## src/rtl/fetch_pkg.sv

```systemverilog
// Shared types and constants for the instruction fetch controller.
// FSM states, queue entry layout and address helpers.
package fetch_pkg;

  typedef enum logic [1:0] {
    ST_BOOT  = 2'd0,
    ST_RUN   = 2'd1,
    ST_REDIR = 2'd2
  } fetch_state_e;

  localparam int unsigned WORD_BYTES = 4;
  localparam logic [31:0] RESET_PC_DEFAULT = 32'h0000_0000;

  typedef struct packed {
    logic [31:0] pc;
    logic [31:0] inst;
  } fetch_entry_t;

  function automatic logic [31:0] word_align(input logic [31:0] a);
    return {a[31:2], 2'b00};
  endfunction

endpackage

```

## src/rtl/fetch_fifo.sv

```systemverilog
// Prefetch queue of {pc, inst} entries.
// Synchronous flush wins over push and pop in the same cycle.
module fetch_fifo
  import fetch_pkg::*;
#(
  parameter int DEPTH = 4
) (
  input  logic                   clk,
  input  logic                   reset,
  input  logic                   flush_i,
  input  logic                   push_i,
  input  fetch_entry_t           push_data_i,
  input  logic                   pop_i,
  output fetch_entry_t           head_o,
  output logic [$clog2(DEPTH):0] count_o,
  output logic                   empty_o
);

  localparam int AW = $clog2(DEPTH);
  localparam int CW = AW + 1;

  fetch_entry_t  mem_q [DEPTH];
  logic [AW-1:0] rd_ptr_q;
  logic [AW-1:0] wr_ptr_q;
  logic [CW-1:0] cnt_q;

  always_ff @(posedge clk or posedge reset) begin
    if (reset) begin
      rd_ptr_q <= '0;
      wr_ptr_q <= '0;
      cnt_q    <= '0;
    end else if (flush_i) begin
      rd_ptr_q <= '0;
      wr_ptr_q <= '0;
      cnt_q    <= '0;
    end else begin
      if (push_i) wr_ptr_q <= wr_ptr_q + AW'(1);
      if (pop_i)  rd_ptr_q <= rd_ptr_q + AW'(1);
      cnt_q <= cnt_q + CW'(push_i) - CW'(pop_i);
    end
  end

  always_ff @(posedge clk) begin
    if (push_i && !flush_i) mem_q[wr_ptr_q] <= push_data_i;
  end

  assign head_o  = mem_q[rd_ptr_q];
  assign count_o = cnt_q;
  assign empty_o = (cnt_q == '0);

endmodule

```

## src/rtl/fetch_controller.sv

```systemverilog
// Instruction fetch controller: PC sequencing, redirect handling
// and a prefetch queue fed by a one-cycle-latency instruction memory.
module fetch_controller
  import fetch_pkg::*;
#(
  parameter int          DEPTH    = 4,
  parameter logic [31:0] RESET_PC = RESET_PC_DEFAULT
) (
  input  logic        clk,
  input  logic        reset,
  output logic [31:0] imem_addr,
  output logic        imem_rd_en,
  input  logic [31:0] imem_rdata,
  input  logic        redirect_valid,
  input  logic [31:0] redirect_pc,
  output logic        inst_valid,
  output logic [31:0] inst,
  output logic [31:0] inst_pc,
  input  logic        inst_ready
);

  localparam int CW = $clog2(DEPTH) + 1;
  localparam int NW = CW + 1;

  fetch_state_e  state_q;
  logic [31:0]   pc_q, pc_d;
  logic          epoch_q, epoch_d;
  logic          infl_q;
  logic [31:0]   infl_pc_q;
  logic          infl_ep_q;

  logic [CW-1:0] count;
  logic          empty;
  fetch_entry_t  head;
  fetch_entry_t  push_data;
  logic          deq;
  logic          push;
  logic          room;
  logic [NW-1:0] need;

  assign deq = inst_valid && inst_ready;

  // A dequeue this cycle frees its slot for this cycle's issue.
  assign need = {1'b0, count} + NW'(infl_q) - NW'(deq);
  assign room = need < NW'(DEPTH);

  assign push = infl_q && (infl_ep_q == epoch_q) && !redirect_valid;
  assign push_data = '{pc: infl_pc_q, inst: imem_rdata};

  always_comb begin
    imem_rd_en = 1'b0;
    unique case (state_q)
      ST_RUN:   imem_rd_en = room && !redirect_valid;
      ST_REDIR: imem_rd_en = !redirect_valid;
      default:  imem_rd_en = 1'b0;
    endcase
  end

  assign imem_addr = pc_q;

  always_comb begin
    pc_d    = pc_q;
    epoch_d = epoch_q;
    if (redirect_valid) begin
      pc_d    = word_align(redirect_pc);
      epoch_d = ~epoch_q;
    end else if (imem_rd_en) begin
      pc_d = pc_q + 32'(WORD_BYTES);
    end
  end

  always_ff @(posedge clk or posedge reset) begin
    if (reset) begin
      state_q   <= ST_BOOT;
      pc_q      <= RESET_PC;
      epoch_q   <= 1'b0;
      infl_q    <= 1'b0;
      infl_pc_q <= '0;
      infl_ep_q <= 1'b0;
    end else begin
      pc_q      <= pc_d;
      epoch_q   <= epoch_d;
      infl_q    <= imem_rd_en;
      infl_pc_q <= pc_q;
      infl_ep_q <= epoch_q;
      if (redirect_valid) begin
        state_q <= ST_REDIR;
      end else begin
        unique case (state_q)
          ST_BOOT:  state_q <= ST_RUN;
          ST_RUN:   state_q <= ST_RUN;
          ST_REDIR: state_q <= ST_RUN;
          default:  state_q <= ST_BOOT;
        endcase
      end
    end
  end

  fetch_fifo #(
    .DEPTH(DEPTH)
  ) u_fifo (
    .clk        (clk),
    .reset      (reset),
    .flush_i    (redirect_valid),
    .push_i     (push),
    .push_data_i(push_data),
    .pop_i      (deq),
    .head_o     (head),
    .count_o    (count),
    .empty_o    (empty)
  );

  assign inst_valid = !empty;
  assign inst       = empty ? '0 : head.inst;
  assign inst_pc    = empty ? '0 : head.pc;

endmodule

```

## config.mk

```make
export PLATFORM = sky130hd
export DESIGN_NAME = fetch_controller
export DESIGN_NICKNAME = d
export VERILOG_FILES = /design/src/rtl/fetch_pkg.sv /design/src/rtl/fetch_fifo.sv /design/src/rtl/fetch_controller.sv
export SDC_FILE = /design/constraint.sdc
export NUM_CORES = 1
export LEC_CHECK = 0
export ABC_AREA = 1
export CORE_MARGIN = 1.5
export CORE_UTILIZATION = 45
export CTS_CLUSTER_DIAMETER = 40
export DETAILED_ROUTE_END_ITERATION = 12
export PLACE_DENSITY = 0.67
export SYNTH_ARGS = -nofsm -noshare
export SYNTH_HDL_FRONTEND = slang
export SYNTH_SLANG_ARGS = --single-unit
```

## constraint.sdc

```tcl
create_clock -name clk -period 12.2 [get_ports clk]
set_input_delay 1.22 -clock clk [delete_from_list [all_inputs] [get_ports clk]]
set_output_delay 1.22 -clock clk [all_outputs]
set_load 0.03 [all_outputs]
```

==> flow_summary.json <==
{
  "place_hpwl_mm": 16.8,
  "rr_worst_depth": 16,
  "placed_area_sq_um": 15200,
  "clockBufferDepth": 3,
  "place_inst": 1701,
  "synth-seq-cells": 320,
  "critPathKind": "in -> out",
  "p_sw_uw": 1170,
  "hold_violations": 0,
  "multiInputGateArea_sq_um": 3580,
  "synth_area_leaders": "edfxtp_1, dfrtp_1, nor2_1",
  "crit_fanout": 30,
  "drt-pass1-iter-count": 5,
  "syn_to_final_growth_pct": 25.6,
  "die_w_microns": 175,
  "cp_slowest_stage_delay_ps": 760,
  "synthesis.instances": 1205,
  "yosysMostFrequentCell": "nor2_1",
  "synth.yosys.seq_area_share_pct": 69.9,
  "grt_usage_pct": 20.2,
  "antennaDiodeCount": 0,
  "critPathRequiredTime_ps": 10980,
  "grt_pass1_wl_mm": 48.3,
  "cts_resized": 0,
  "wl_mm": 30.6,
  "cts_tree": "done",
  "cp-end-kind": "output port",
  "place_congestion": 0.848,
  "finalMaxSlewViolations": 0,
  "max_slew_margin_pct": 32.2,
  "synthFlopType": "edfxtp_1",
  "fin_nets": 1444,
  "setup_viol": 0,
  "min_to": "infl_ep_q",
  "clockRootBuffer": "clkbuf_16",
  "grt-ovfl-total": 0,
  "vias_per_cell": 5.19,
  "clkPwrFrac_pct": 35.4,
  "max_freq_ghz": 0.174,
  "p_leak_uw": 0.00615,
  "cts.sinks": 320,
  "hp-start": "epoch_q",
  "tightest_slew_ps": 1020,
  "status": "completed",
  "p_int_uw": 2360,
  "synthArstFlopShare_pct": 22.5,
  "max_cap_violations": 0,
  "min_path_cells": 0,
  "grt_max_degree": 93,
  "finClkSkew_ps": 17.4,
  "synth.largest_area_cell": "edfxtp_1",
  "regArea_sq_um": 9250,
  "min_path_type": "reg -> reg",
  "worstReg2RegStart": "u_fifo.count_o[1]",
  "postCtsSetupBuffers": 0,
  "path_common_cell": "nand2_1",
  "final_layout_size_suffix_gt1_share_pct": 7.52,
  "initialDrtViolationCount": 738,
  "die-area_sq_um": 30500,
  "period_share_pct": 47.2,
  "grt_pass1_vias": 9067,
  "path_cells": "clkdlybuf4s50_1 > nand2_1 > inv_1 > ha_1 > inv_1 > ha_1 > nand3_1 > nand2_1 > nand2_1 > nand3_1 > nand2_2 > nand2_2 > inv_2 > clkdlybuf4s50_1",
  "dr_total_vias": 9235,
  "design_area_sq_um": 16600,
  "grt.met2_usage_pct": 33.1,
  "final_cells": 1781,
  "vdd_drop_max_mv": 0.105,
  "synth_area_per_cell_sq_um": 11.0,
  "pwr-share-seq_pct": 37.3,
  "fill_cells": 2386,
  "wl_per_cell_microns": 17.2,
  "cts_max_level": 2,
  "synth_edf_count": 248,
  "grt_use_met1_pct": 27.9,
  "yosysTopAreaCellShare_pct": 56.3,
  "path_clk_slew_ps": 50,
  "cellPowerDensity_nw_per_um2": 212,
  "core_area_sq_um": 28900,
  "pwr-share-comb_pct": 27.2,
  "finalSetupTns_ps": 0,
  "synth_warnings": 0,
  "initial_core_util_pct": 45.9,
  "cts_hold_buf": 0,
  "syn-cell-area_sq_um": 13200,
  "period_minus_slack_ps": 5750,
  "grt_setup_unrepaired": "false",
  "startpoint_type": "input pin",
  "busiest_layer": "met2",
  "whs_ps": 442,
  "grt_antenna_before_repair": 0,
  "die_y_microns": 175,
  "synthDistinctLibCells": 29,
  "reg2reg_to": "imem_addr[17]",
  "critPathArrivalTime_ps": 4530,
  "use_met3_pct": 3.63,
  "cts_inserted_buffers": 44,
  "port_buffers": 159,
  "drc": 0,
  "ant_nets": 0,
  "swShare_pct": 33.2,
  "slowest_stage": "clkdlybuf4s50_1",
  "clk_latency_ps": 520,
  "synth_common_cells": "nor2_1, edfxtp_1, nand2_1, o21ai_0, dfrtp_1",
  "ioPinCount": 166,
  "r2r_slack_ps": 9170,
  "row_count": 62
}
cells by family (layout without fill, tap and decap cells):
family,Yosys count,in the layout,synth area share (%)
DFF,320,320,69.9
other,1,4,0.0283
AOI/OAI and AO/OA,198,198,7.52
adders and majority gates,13,13,1.29
buffers and inverters,108,297,3.41
and+or+nand+nor,551,551,17.0
xor gates and xnor gates,14,14,0.926
per-layer routing:
layer	part of all wire (%)	wire, microns	vias to the layer above
li1	-	-	4433
met1	45	13700	4446
met2	47	14300	309
met3	6.5	1990	47
met4	1.9	592	0
met5	0	0	-
worst max-delay path, delay by kind of cell:
family                   cells  cell delay, ps
buffers and inverters        5            1920
AND/OR/NAND/NOR              7             940
adder cells (fa/ha/maj)      2             420
worst max-delay path by stage:
stage	startpoint	endpoint	slack (ps)	cells after the start
finish	inst_ready	imem_rd_en	6450	14
global route	inst_ready	imem_rd_en	6210	14
CTS	inst_ready	imem_rd_en	6470	14
detailed placement	inst_ready	imem_rd_en	6470	14
global placement	inst_ready	imem_rd_en	6450	14
floorplan	redirect_valid	u_fifo.mem_q[0][0]	7410	4
through the flow:
| step | worst slack, ps | total power, uW | utilization (%) |
|---|---|---|---|
| 6_report | 6450 | 3530 | 57.6 |
| 5_1_grt | 6210 | 3690 | 57.6 |
| 4_1_cts | 6470 | 3560 | 57.6 |
| 3_5_place_dp | 6470 | 2300 | 52.6 |
| 3_3_place_gp | 6450 | 2300 | 52.6 |
| 2_1_floorplan | 7410 | 1910 | - |
power by group through the flow:
stage | Combinational [uW] | Clock [uW] | Sequential [uW]
global route | 1040 | 1320 | 1330
global placement | 960 | 0 | 1340
CTS | 971 | 1270 | 1320
detailed placement | 966 | 0 | 1340
floorplan | 576 | 0 | 1330
finish | 961 | 1250 | 1320
final cells by class:
| cell class | instances | area share, % |
|---|---|---|
| clock buffer | 54 | 6.97 |
| clock inverter | 26 | 1.80 |
| inverter | 47 | 1.07 |
| multi-input combinational | 780 | 21.6 |
| sequential | 320 | 55.6 |
| tap | 384 | 2.89 |
| timing repair buffer | 170 | 10.1 |
cells in the final DEF (no fill, tap or decap), types with 5 or more instances in the layout:
master	instances
nor2_1	294
edfxtp_1	248
nand2_1	160
clkdlybuf4s50_1	159
o21ai_0	130
dfrtp_1	70
a21oi_1	64
nand3_1	64
clkbuf_16	45
inv_1	39
ha_1	12
buf_4	11
xor2_1	10
nand4_1	9
clkbuf_1	9
nand3b_1	8
inv_2	7
inv_6	7
nor2_4	6
clkinv_2	5
nor2_2	5
clkinv_4	5
sequential cells by signal (all words and copies together) (netlist names):
signal / cells
infl_ep_q: 1
imem_addr: 30
u_fifo.wr_ptr_q: 2
infl_q: 1
epoch_q: 1
state_q: 2
u_fifo.mem_q: 248
infl_pc_q: 30
u_fifo.rd_ptr_q: 2
u_fifo.count_o: 3
No activity file was read; power rests on OpenSTA's default activity.
